**config.mk**
```make
export PLATFORM = sky130hd
export DESIGN_NAME = gpio_in_capture
export DESIGN_NICKNAME = d
export VERILOG_FILES = /design/src/rtl/gpio_in_pkg.sv /design/src/rtl/gpio_in_bit.sv /design/src/rtl/gpio_in_capture.sv
export SDC_FILE = /design/constraint.sdc
export NUM_CORES = 1
export LEC_CHECK = 0
export ABC_CLOCK_PERIOD_IN_PS = 2500
export CELL_PAD_IN_SITES_DETAIL_PLACEMENT = 0
export CELL_PAD_IN_SITES_GLOBAL_PLACEMENT = 1
export CORE_MARGIN = 2
export CORE_UTILIZATION = 45
export CTS_BUF_LIST = sky130_fd_sc_hd__clkbuf_16
export CTS_CLUSTER_SIZE = 25
export DETAILED_ROUTE_END_ITERATION = 16
export PLACE_DENSITY_LB_ADDON = 0.08
export SLEW_MARGIN = 40
export SYNTH_ARGS = -nofsm -noshare
export SYNTH_HDL_FRONTEND = slang
export SYNTH_SLANG_ARGS = --single-unit
```
**constraint.sdc**
```tcl
create_clock -name clk -period 2.5 [get_ports clk]
set_input_delay 0.375 -clock clk [delete_from_list [all_inputs] [get_ports clk]]
set_output_delay 0.375 -clock clk [all_outputs]
set_load 0.005 [all_outputs]
```
**src/rtl/gpio_in_pkg.sv**
```systemverilog
// Shared types and defaults for the GPIO input capture path.
package gpio_in_pkg;

  typedef enum logic [1:0] {
    S_PRIME,
    S_LOAD,
    S_RUN
  } state_t;

  localparam int DEFAULT_DEBOUNCE    = 250;
  localparam int DEFAULT_SYNC_STAGES = 2;

endpackage

```
**src/rtl/gpio_in_bit.sv**
```systemverilog
// One GPIO input pin: synchroniser, optional debounce, level register and sticky edge event.
module gpio_in_bit
  import gpio_in_pkg::*;
#(
  parameter int SYNC_STAGES     = DEFAULT_SYNC_STAGES,
  parameter int DEBOUNCE_CYCLES = DEFAULT_DEBOUNCE
) (
  input  logic clk,
  input  logic reset_n,
  input  logic pin,
  input  logic debounce_en,
  input  logic rise_en,
  input  logic fall_en,
  input  logic clear,
  input  logic load,
  input  logic run,
  output logic level,
  output logic evt
);

  localparam int CNT_W = $clog2(DEBOUNCE_CYCLES + 1);
  localparam logic [CNT_W-1:0] CNT_LAST = CNT_W'(DEBOUNCE_CYCLES - 1);

  logic [SYNC_STAGES-1:0] sync_p0;
  logic                   s;
  logic [CNT_W-1:0]       cnt;
  logic                   level_p1;
  logic                   set_evt;

  assign s = sync_p0[SYNC_STAGES-1];

  // level_p1 trails level by one cycle, so an edge is seen the cycle after level moves
  assign set_evt = run & ((level & ~level_p1 & rise_en) | (~level & level_p1 & fall_en));

  always_ff @(posedge clk or negedge reset_n) begin
    if (!reset_n) begin
      sync_p0  <= '0;
      cnt      <= '0;
      level    <= 1'b0;
      level_p1 <= 1'b0;
      evt      <= 1'b0;
    end else begin
      sync_p0 <= {sync_p0[SYNC_STAGES-2:0], pin};
      evt     <= set_evt | (evt & ~clear);
      if (load) begin
        // Seeding both copies keeps the first run cycle from seeing a fake edge
        level    <= s;
        level_p1 <= s;
        cnt      <= '0;
      end else begin
        level_p1 <= level;
        if (run) begin
          if (!debounce_en) begin
            level <= s;
            cnt   <= '0;
          end else if (s == level) begin
            cnt <= '0;
          end else if (cnt >= CNT_LAST) begin
            level <= s;
            cnt   <= '0;
          end else begin
            cnt <= cnt + CNT_W'(1);
          end
        end
      end
    end
  end

endmodule

```
**src/rtl/gpio_in_capture.sv**
```systemverilog
// GPIO bank input conditioner: priming FSM, per-pin capture instances and interrupt reduction.
module gpio_in_capture
  import gpio_in_pkg::*;
#(
  parameter int WIDTH           = 32,
  parameter int SYNC_STAGES     = DEFAULT_SYNC_STAGES,
  parameter int DEBOUNCE_CYCLES = DEFAULT_DEBOUNCE
) (
  input  logic             clk,
  input  logic             reset_n,
  input  logic [WIDTH-1:0] pin_i,
  input  logic [WIDTH-1:0] debounce_en_i,
  input  logic [WIDTH-1:0] rise_en_i,
  input  logic [WIDTH-1:0] fall_en_i,
  input  logic [WIDTH-1:0] irq_mask_i,
  input  logic [WIDTH-1:0] clear_i,
  output logic [WIDTH-1:0] level_o,
  output logic [WIDTH-1:0] event_o,
  output logic             irq_o,
  output logic             ready_o
);

  localparam int PRIME_W = 3;
  localparam logic [PRIME_W-1:0] PRIME_LAST = PRIME_W'(SYNC_STAGES);

  state_t               state;
  logic [PRIME_W-1:0]   prime_cnt;
  logic                 load;
  logic                 run;

  assign load = (state == S_LOAD);
  assign run  = (state == S_RUN);

  // Priming waits until the synchronisers hold real pin values before loading level
  always_ff @(posedge clk or negedge reset_n) begin
    if (!reset_n) begin
      state     <= S_PRIME;
      prime_cnt <= '0;
      ready_o   <= 1'b0;
      irq_o     <= 1'b0;
    end else begin
      irq_o <= |(event_o & irq_mask_i);
      case (state)
        S_PRIME: begin
          if (prime_cnt == PRIME_LAST) state <= S_LOAD;
          else                         prime_cnt <= prime_cnt + PRIME_W'(1);
        end
        S_LOAD: begin
          state   <= S_RUN;
          ready_o <= 1'b1;
        end
        default: state <= S_RUN;
      endcase
    end
  end

  for (genvar i = 0; i < WIDTH; i++) begin : g_bit
    gpio_in_bit #(
      .SYNC_STAGES    (SYNC_STAGES),
      .DEBOUNCE_CYCLES(DEBOUNCE_CYCLES)
    ) u_bit (
      .clk        (clk),
      .reset_n    (reset_n),
      .pin        (pin_i[i]),
      .debounce_en(debounce_en_i[i]),
      .rise_en    (rise_en_i[i]),
      .fall_en    (fall_en_i[i]),
      .clear      (clear_i[i]),
      .load       (load),
      .run        (run),
      .level      (level_o[i]),
      .evt        (event_o[i])
    );
  end

endmodule

```
==> results.json, run 1 <==
{
  "clkTransAtPathRegs_ps": 60,
  "postRouteAntennaNets": 0,
  "r2r-end": "g_bit[9].u_bit.level$_DFFE_PN0P_",
  "drive_above_1_share": 0.103,
  "finalCriticalPeriod_ps": 2080,
  "hold_class": "input port to flip-flop",
  "drt_pre_antenna_iters": 4,
  "die_area_mm2": 0.0501,
  "worstSetupEndpoint": "event_o[23]",
  "cts_buffers": 49,
  "required_ps": 2120,
  "clockBufferDepth": 3,
  "end_kind": "output port",
  "p_per_area_mw_per_mm2": 621,
  "ys_types": 48,
  "async_flop_share": 1.00,
  "initialDrtViolationCount": 702,
  "timing.slew.headroom": 0.528,
  "p_leak_nw": 11.0,
  "reg2reg_depth": 7,
  "root_buffer": "clkbuf_16",
  "path_class": "flip-flop to output port",
  "synth_top_flop_cell": "dfrtp_1",
  "post-route-period-util": 0.833,
  "fp.dieH_um": 224,
  "synth_area_mm2": 0.0217,
  "cts_setup_buffers": 0,
  "hold_slack_ps": 232,
  "synth-edff-count": 0,
  "wl_per_cell_um": 15.9,
  "run_status": "finished, final reports clean",
  "min_path_cells": 1,
  "gp_congestion": 0.773,
  "regToRegStartpoint": "state[1]$_DFFE_PN0N_",
  "io_buffers": 259,
  "start_util": 0.455,
  "grt_pass1_vias": 15300,
  "tns_ps": 0,
  "drc": 0,
  "grt_max_degree": 65,
  "post-route-util": 0.552,
  "numClockSinks": 423,
  "setup_viol": 0,
  "fin_skew_ps": 19.7,
  "startpoint_type": "flip-flop",
  "worst_pin_slew_ps": 700,
  "path_max_fanout": 2,
  "dieWidth_um": 224,
  "dpl.hpwl_um": 34000,
  "peakVddDrop_uv": 471,
  "r2r_setup_slack_ps": 450,
  "ys_warn_count": 0,
  "hold_viol_final": 0,
  "crit_start": "g_bit[23].u_bit.evt$_DFF_PN0_",
  "area_growth_pct": 21.3,
  "rows": 80,
  "dr_total_vias": 15300,
  "grt-ovfl-total": 0,
  "nets": 2616,
  "fmax_mhz": 480,
  "grt_usage": 0.192,
  "synth.net_count": 2383,
  "cts_tree": "yes",
  "antenna_found_initial": 4,
  "grt_pass1_wl_um": 77800,
  "cts_htree_levels": 2,
  "routed_wl_um": 47300,
  "rsz0062_at_grt": "false",
  "synth-seq-cells": 423,
  "clock_latency_ps": 580,
  "layout_commonest_cell": "dfrtp_1",
  "maxCapViolCount": 0,
  "core_area_mm2": 0.0477,
  "drv_slew": 0,
  "final_cell_mix": "dfrtp_1 (423), clkdlybuf4s50_1 (258), nor2_1 (235)",
  "syn_area_per_cell_um2": 10.4,
  "critical_path_arrival_ps": 1710,
  "ys_seq_area_frac": 0.487,
  "syn_inst": 2088,
  "avgViaCountPerCell": 5.12,
  "ios": 260
}
==> cell type report <==
type / instances / area [um2]
Antenna cell: 1 / 2.50
Clock buffer: 51 / 1280
Clock inverter: 40 / 223
Fill cell: 4202 / 21400
Inverter: 133 / 499
Multi-Input combinational cell: 1422 / 9990
Sequential cell: 423 / 10600
Tap cell: 615 / 769
Timing Repair Buffer: 292 / 3040
==> worst max-delay path, cell delays in order, from the launching register on <==
cell and delay, ps:
dfrtp_1 440, buf_4 170, clkdlybuf4s50_1 520
==> timing repair <==
action / 4_1_cts / 5_1_grt
hold endpoints to repair: 49 / 0
resized for setup: 0 / 0
hold buffers: 1 / 0
==> logic make-up (layout without fill, tap and decap cells) <==
logic type,Yosys count,after routing,synth area share
and+or+nand+nor,783,783,0.193
DFF,423,423,0.487
AOI/OAI and AO/OA,290,290,0.0996
buffers and inverters,243,516,0.0551
xor gates and xnor gates,183,183,0.0737
adders and majority gates,101,101,0.0581
muxes,65,65,0.0338
other,0,1,0
==> sequential cells by signal, summed over array words and instances (netlist names) <==
signal / flops
g_bit.u_bit.cnt: 256
g_bit.u_bit.sync_p0: 64
g_bit.u_bit.evt: 32
g_bit.u_bit.level: 32
g_bit.u_bit.level_p1: 32
prime_cnt: 3
state: 2
irq_o: 1
ready_o: 1
==> synthesized netlist by cell type (49+ instances only) <==
| library cell | n | area share |
|---|---|---|
| ha_1 | 101 | 0.058 |
| nor2_1 | 235 | 0.041 |
| o21ai_0 | 85 | 0.020 |
| inv_1 | 133 | 0.023 |
| dfrtp_1 | 423 | 0.49 |
| buf_4 | 65 | 0.022 |
| xor2_1 | 70 | 0.028 |
| o21ai_1 | 93 | 0.021 |
| nand4_1 | 49 | 0.014 |
| xnor2_1 | 113 | 0.046 |
| nand2_1 | 170 | 0.029 |
| nand3_1 | 58 | 0.013 |
==> metal layers <==
metal,vias up,GRT usage,routed length [um]
li1,7527,-,-
met1,7460,0.256,21900
met2,207,0.321,22600
met3,53,0.0373,1970
met4,4,0.0499,823
met5,-,0,23
==> metrics by stage <==
step | worst slack, ps | cell area, um2 | power [W] | std cells
2_1_floorplan | 770 | 21700 | 0.00884 | 2088
4_1_cts | 351 | 26400 | 0.0167 | 2976
3_3_place_gp | 457 | 24900 | 0.00978 | 2884
3_5_place_dp | 438 | 24900 | 0.00983 | 2884
5_1_grt | 285 | 26400 | 0.0172 | 2976
6_report | 419 | 26400 | 0.0164 | 2977
==> worst min path at each step <==
| stage | start | end | slack [ps] |
|---|---|---|---|
| 6_report | pin_i[20] | g_bit[20].u_bit.sync_p0[0]$_DFF_PN0_ | 230 |
| 5_1_grt | pin_i[8] | g_bit[8].u_bit.sync_p0[0]$_DFF_PN0_ | 200 |
| 4_1_cts | pin_i[20] | g_bit[20].u_bit.sync_p0[0]$_DFF_PN0_ | 190 |
| 3_5_place_dp | g_bit[10].u_bit.sync_p0[0]$_DFF_PN0_ | g_bit[10].u_bit.sync_p0[1]$_DFF_PN0_ | 330 |
| 3_3_place_gp | g_bit[28].u_bit.sync_p0[0]$_DFF_PN0_ | g_bit[28].u_bit.sync_p0[1]$_DFF_PN0_ | 330 |
| 2_1_floorplan | reset_n | g_bit[0].u_bit.cnt[0]$_DFFE_PN0P_ | 80 |
==> report_power, final <==
part	switching, W	total, W	internal, W
sequential	0.000366	0.00755	0.00719
combinational	0.000975	0.00212	0.00114
clock	0.00283	0.00670	0.00387
Power figures use the tool's default switching activity.
==> run 2: changes to the inputs <==
--- a/config.mk
+++ b/config.mk
@@ -5,7 +5,7 @@
 export SDC_FILE = /design/constraint.sdc
 export NUM_CORES = 1
 export LEC_CHECK = 0
-export ABC_CLOCK_PERIOD_IN_PS = 2500
+export ABC_CLOCK_PERIOD_IN_PS = 2000
 export CELL_PAD_IN_SITES_DETAIL_PLACEMENT = 0
 export CELL_PAD_IN_SITES_GLOBAL_PLACEMENT = 1
 export CORE_MARGIN = 2
==> constraint.sdc (replaced) <==
create_clock -name clk -period 2 [get_ports clk]
set_input_delay 0.3 -clock clk [delete_from_list [all_inputs] [get_ports clk]]
set_output_delay 0.3 -clock clk [all_outputs]
set_load 0.005 [all_outputs]
==> run 2 against run 1 <==
Clock skew rose by 1.6 ps. Wire length grew 3.9%. Sequential share of layout area is 0.96 points lower. Via count is 1.2% higher. Register-to-register slack lost 350 ps.
==> results.json, run 2 (same netlist as run 1, synthesis figures left out) <==
{
  "clkTransAtPathRegs_ps": 60,
  "required_ps": 1700,
  "cp_num_buf_inv": 1,
  "core_area_mm2": 0.0477,
  "p_int_w": 0.0159,
  "largest_reg_flops": 256,
  "critical_path_arrival_ps": 1630,
  "p_clk_frac": 0.427,
  "area_growth_pct": 24.3,
  "run_status": "finished, final reports clean",
  "initialDrtViolationCount": 821,
  "postRouteAntennaNets": 0,
  "nets": 2661,
  "dr_total_vias": 15400,
  "numClockSinks": 423,
  "fmax_mhz": 519,
  "cts_tree": "yes",
  "hold_viol_final": 0,
  "maxCapViolCount": 0,
  "clock_latency_ps": 590,
  "cts_buffers": 49,
  "grt-ovfl-total": 0,
  "ios": 260,
  "startpoint_type": "flip-flop",
  "n_antenna_cell": 0,
  "worst_pin_slew_ps": 632,
  "cpPeakStageDelay_ps": 580,
  "start_util": 0.455,
  "fp.dieH_um": 224,
  "final_cell_mix": "dfrtp_1 (420), clkdlybuf4s50_1 (256), nor2_1 (235)",
  "setup_viol": 0,
  "grt_pass1_vias": 15600,
  "drv_slew": 0,
  "rows": 80,
  "io_buffers": 259,
  "hold_class": "input port to flip-flop",
  "wl_per_cell_um": 16.3,
  "grt_pass1_wl_um": 79200,
  "top_regs": "g_bit.u_bit.cnt (256), g_bit.u_bit.sync_p0 (64)",
  "crit_family": "buffers and inverters",
  "fin_skew_ps": 21.2,
  "place_inst": 2913,
  "p_leak_nw": 11.3,
  "p_seq_frac": 0.445,
  "dpl.hpwl_um": 34600,
  "path_max_fanout": 3,
  "root_buffer": "clkbuf_16",
  "top_register": "g_bit.u_bit.cnt",
  "dieWidth_um": 224,
  "p_per_area_mw_per_mm2": 784,
  "grt_max_degree": 70,
  "drive_above_1_share": 0.124,
  "path_cells": "clkdlybuf4s50_1",
  "post-route-period-util": 0.963,
  "routed_wl_um": 49200,
  "peakVddDrop_uv": 561,
  "avgViaCountPerCell": 5.11,
  "post-place-ws_ps": -15.9,
  "tns_ps": 0,
  "timing.slew.headroom": 0.574,
  "antenna_found_initial": 3,
  "swShare": 0.248,
  "grt_usage": 0.194,
  "pwr-share-comb": 0.128,
  "cts_htree_levels": 2,
  "clockBufferDepth": 3,
  "drt_pre_antenna_iters": 4,
  "drc": 0,
  "end_kind": "output port",
  "final_cells": 3020,
  "layout_commonest_cell": "dfrtp_1",
  "die_area_mm2": 0.0501,
  "hold_slack_ps": 148,
  "crit_slowest_cell": "clkdlybuf4s50_1",
  "gp_congestion": 0.789,
  "finalCriticalPeriod_ps": 1930,
  "setup_ws_ps": 73.1,
  "path_class": "flip-flop to output port",
  "p_sw_w": 0.00525
}
run 2: routing by layer:
metal | vias up | share of wire | track usage
li1 | 7599 | - | -
met1 | 7554 | 0.46 | 0.256
met2 | 203 | 0.48 | 0.323
met3 | 76 | 0.040 | 0.0363
met5 | - | 0.00051 | 0
met4 | 4 | 0.027 | 0.0665
run 2: metrics by stage:
step                total power (W)  instance area [um2]  utilization
floorplan                    0.0110                21700            -
global placement             0.0123                25100        0.526
detailed placement           0.0123                25100        0.526
CTS                          0.0216                26800        0.561
global route                 0.0223                27000        0.566
finish                       0.0212                27000        0.566
run 2: what timing repair did:
item                                    in CTS  in global routing
pin swaps                                    0                  1
gates cloned                                 0                  5
endpoints found under the hold margin      255                  0
buffers inserted                             1                 10
resized for setup                            5                  7
hold buffers                                 1                  0
endpoints found under the setup margin       6                 79
run 2: final timing paths:
check                                                         start                                    to  slack (ps)  cells after the start
max in group asynchronous                                   reset_n   g_bit[3].u_bit.sync_p0[1]$_DFF_PN0_        1020                      4
worst max-delay path                  g_bit[10].u_bit.evt$_DFF_PN0_                           event_o[10]          70                      1
worst max register to register                 state[0]$_DFFE_PN0N_    g_bit[29].u_bit.cnt[3]$_DFFE_PN0P_         100                      8
worst min register to register  g_bit[9].u_bit.sync_p0[0]$_DFF_PN0_   g_bit[9].u_bit.sync_p0[1]$_DFF_PN0_         350                      0
min in group asynchronous                                   reset_n  g_bit[14].u_bit.sync_p0[1]$_DFF_PN0_         190                      2
worst min-delay path                                      pin_i[19]  g_bit[19].u_bit.sync_p0[0]$_DFF_PN0_         150                      1
run 2: final cells by class:
cell class / count / area, um2
Multi-Input combinational cell: 1422 / 10000
Sequential cell: 423 / 10600
Clock buffer: 51 / 1280
Tap cell: 615 / 769
Inverter: 133 / 499
Clock inverter: 39 / 350
Fill cell: 4151 / 20700
Timing Repair Buffer: 337 / 3550
run 2: power groups by stage:
stage	sequential, W	clock, W	combinational (W)
CTS	0.00944	0.00937	0.00278
global route	0.00950	0.00976	0.00303
detailed placement	0.00959	0	0.00275
floorplan	0.00943	0	0.00162
global placement	0.00958	0	0.00270
finish	0.00944	0.00905	0.00272
run 2: worst register-to-register path, stage by stage (launching register included):
cell and delay, ps:
dfrtp_1 390, buf_4 150, ha_4 180, buf_12 170
nand2b_1 190, buf_4 140, a311oi_4 320, nor2b_2 130
nor2_1 140
==> run 3: changes to the inputs <==
--- a/config.mk
+++ b/config.mk
@@ -5,15 +5,18 @@
 export SDC_FILE = /design/constraint.sdc
 export NUM_CORES = 1
 export LEC_CHECK = 0
+export ABC_AREA = 1
 export ABC_CLOCK_PERIOD_IN_PS = 2000
 export CELL_PAD_IN_SITES_DETAIL_PLACEMENT = 0
 export CELL_PAD_IN_SITES_GLOBAL_PLACEMENT = 1
 export CORE_MARGIN = 2
-export CORE_UTILIZATION = 45
+export CORE_UTILIZATION = 42
 export CTS_BUF_LIST = sky130_fd_sc_hd__clkbuf_16
+export CTS_CLUSTER_DIAMETER = 150
 export CTS_CLUSTER_SIZE = 25
 export DETAILED_ROUTE_END_ITERATION = 16
 export PLACE_DENSITY_LB_ADDON = 0.08
+export SETUP_SLACK_MARGIN = 0.05
 export SLEW_MARGIN = 40
 export SYNTH_ARGS = -nofsm -noshare
 export SYNTH_HDL_FRONTEND = slang
==> run 3 against run 2 <==
Sequential cell count did not move. Total power fell by 14%. Combinational power rose by 32%. Synthesized area rose by 2.7%. Fmax rose by 2.8%. Final cell count rose by 22%. Non-clock buffer count fell by 17. Critical path depth did not move. Highest routed layer unchanged.
==> results.json, run 3 <==
{
  "startpoint_type": "flip-flop",
  "path_cells": "clkdlybuf4s50_1",
  "crit_start": "g_bit[29].u_bit.level$_DFFE_PN0P_",
  "clock_latency_ps": 570,
  "hold_slack_ps": 165,
  "swShare": 0.296,
  "p_per_area_mw_per_mm2": 691,
  "worst_pin_slew_ps": 493,
  "routed_wl_um": 55000,
  "syn_area_per_cell_um2": 8.02,
  "start_util": 0.425,
  "p_leak_nw": 12.6,
  "p_int_w": 0.0129,
  "die_area_mm2": 0.0550,
  "grt_max_degree": 75,
  "synth-seq-cells": 423,
  "run_status": "finished, final reports clean",
  "postRouteAntennaNets": 0,
  "cp_num_buf_inv": 1,
  "cts_tree": "yes",
  "cts_buffers": 20,
  "hold_class": "input port to flip-flop",
  "dr_total_vias": 17900,
  "drv_slew": 0,
  "r2r_setup_slack_ps": 160,
  "ys_seq_area_frac": 0.474,
  "required_ps": 1700,
  "regToRegStartpoint": "state[1]$_DFFE_PN0N_",
  "grt-ovfl-total": 0,
  "grt_pass1_wl_um": 89100,
  "fp.dieH_um": 235,
  "p_seq_frac": 0.548,
  "synth_common_cells": "nand2_1 (810), dfrtp_1 (423), inv_1 (344), nor2_1 (327), nand3_1 (169)",
  "gp_congestion": 0.832,
  "fmax_mhz": 534,
  "synth_top_area_share": 0.474,
  "synth_area_mm2": 0.0223,
  "critical_path_arrival_ps": 1570,
  "synthTopCellsByArea": "dfrtp_1 (47%), nand2_1 (14%), inv_1 (5.8%)",
  "antenna_found_initial": 3,
  "p_sw_w": 0.00541,
  "synth.net_count": 3079,
  "async_flop_share": 1.00,
  "synth_top_area_cell": "dfrtp_1",
  "rsz0062_at_grt": "true",
  "pwr-share-comb": 0.197,
  "rows": 84,
  "dpl.hpwl_um": 40400,
  "nFillCells": 5059,
  "p_total_w": 0.0183,
  "avgViaCountPerCell": 4.85,
  "drt_pre_antenna_iters": 5,
  "maxCapViolCount": 0,
  "numClockSinks": 423,
  "stdcell_area_mm2": 0.0264,
  "syn_inst": 2784,
  "grt_usage": 0.200,
  "drc": 0,
  "largest_reg_flops": 256,
  "hold_viol_final": 0,
  "path_max_fanout": 5,
  "synth-edff-count": 0,
  "finalCriticalPeriod_ps": 1870,
  "layout_commonest_cell": "nand2_1",
  "drive_above_1_share": 0.0439,
  "crit_slowest_cell": "clkdlybuf4s50_1",
  "yosys.cell_count.top_type": "nand2_1",
  "initialDrtViolationCount": 956,
  "dieWidth_um": 235,
  "post-route-period-util": 0.937,
  "grt_pass1_vias": 17400,
  "top_register": "g_bit.u_bit.cnt",
  "fin_skew_ps": 22.9,
  "cpPeakStageDelay_ps": 540,
  "cts_htree_levels": 1,
  "nets": 3301,
  "ys_types": 26,
  "area_growth_pct": 18.3,
  "setup_viol": 0,
  "synth_top_flop_cell": "dfrtp_1",
  "core_area_mm2": 0.0526,
  "peakVddDrop_uv": 602,
  "min_from": "pin_i[11]",
  "crit_family": "buffers and inverters",
  "path_class": "flip-flop to output port",
  "end_kind": "output port",
  "p_clk_frac": 0.256,
  "clkTransAtPathRegs_ps": 100,
  "placed_area_mm2": 0.0257,
  "n_antenna_cell": 0,
  "ios": 260,
  "final_cell_mix": "nand2_1 (810), dfrtp_1 (409), inv_1 (344)",
  "clockBufferDepth": 3,
  "io_buffers": 259,
  "root_buffer": "clkbuf_16",
  "wl_per_cell_um": 14.9,
  "timing.slew.headroom": 0.671,
  "ys_warn_count": 0,
  "top_regs": "g_bit.u_bit.cnt (256), g_bit.u_bit.sync_p0 (64)",
  "post-route-util": 0.503
}
## run 3: worst paths after layout
| path | to | depth (start not counted) |
|---|---|---|
| min in group asynchronous | g_bit[15].u_bit.level$_DFFE_PN0P_ | 2 |
| worst min-delay path | g_bit[11].u_bit.sync_p0[0]$_DFF_PN0_ | 1 |
| worst min register to register | g_bit[7].u_bit.sync_p0[1]$_DFF_PN0_ | 0 |
| worst max register to register | g_bit[0].u_bit.cnt[5]$_DFFE_PN0P_ | 9 |
| worst max-delay path | level_o[29] | 1 |
| max in group asynchronous | g_bit[19].u_bit.cnt[0]$_DFFE_PN0P_ | 4 |
## run 3: kinds of logic (layout without fill, tap and decap cells)
family / count (synthesis) / count (layout) / share of synthesized area
xor gates and xnor gates: 132 / 132 / 0.0518
adders and majority gates: 101 / 101 / 0.0566
AOI/OAI and AO/OA: 216 / 216 / 0.0544
and+or+nand+nor: 1435 / 1435 / 0.267
DFF: 423 / 423 / 0.474
muxes: 11 / 11 / 0.00493
buffers and inverters: 466 / 688 / 0.0916
## run 3: repair_timing
item	4_1_cts	5_1_grt
resized for setup	10	24
gates cloned	0	2
hold buffers	1	0
hold endpoints to repair	187	0
pin swaps	0	1
setup buffers	0	5
setup endpoints to repair	10	47
## run 3: final cells by class
cell class | count | area [um2] | share of cell area
Sequential cell | 423 | 10600 | 0.401
Multi-Input combinational cell | 1895 | 9790 | 0.370
Timing Repair Buffer | 320 | 3340 | 0.127
Inverter | 346 | 1300 | 0.0492
Tap cell | 688 | 861 | 0.0326
Clock buffer | 21 | 526 | 0.0199
Clock inverter | 1 | 3.75 | 0.000142
## run 3: power groups by stage
stage | combinational (W) | clock (W) | sequential (W)
global placement | 0.00354 | 0 | 0.0102
floorplan | 0.00230 | 0 | 0.00986
global route | 0.00416 | 0.00518 | 0.0101
CTS | 0.00364 | 0.00490 | 0.0100
finish | 0.00359 | 0.00467 | 0.0100
detailed placement | 0.00362 | 0 | 0.0102
## run 3: routing by layer
layer | global-route usage | wire length [um] | up-vias
met5 | 0 | 46 | -
met4 | 0.0320 | 879 | 6
met3 | 0.0320 | 2500 | 47
met2 | 0.338 | 25400 | 272
met1 | 0.275 | 26200 | 8471
li1 | - | - | 9122
## run 3: through the flow
step | setup WS, ps | std cells | setup TNS [ps]
after floorplan | 405 | 2784 | 0
after global placement | 172 | 3664 | 0
after detailed placement | 105 | 3664 | 0
after CTS | 24.0 | 3687 | 0
after global routing | -5.93 | 3694 | -5.93
final | 126 | 3694 | 0
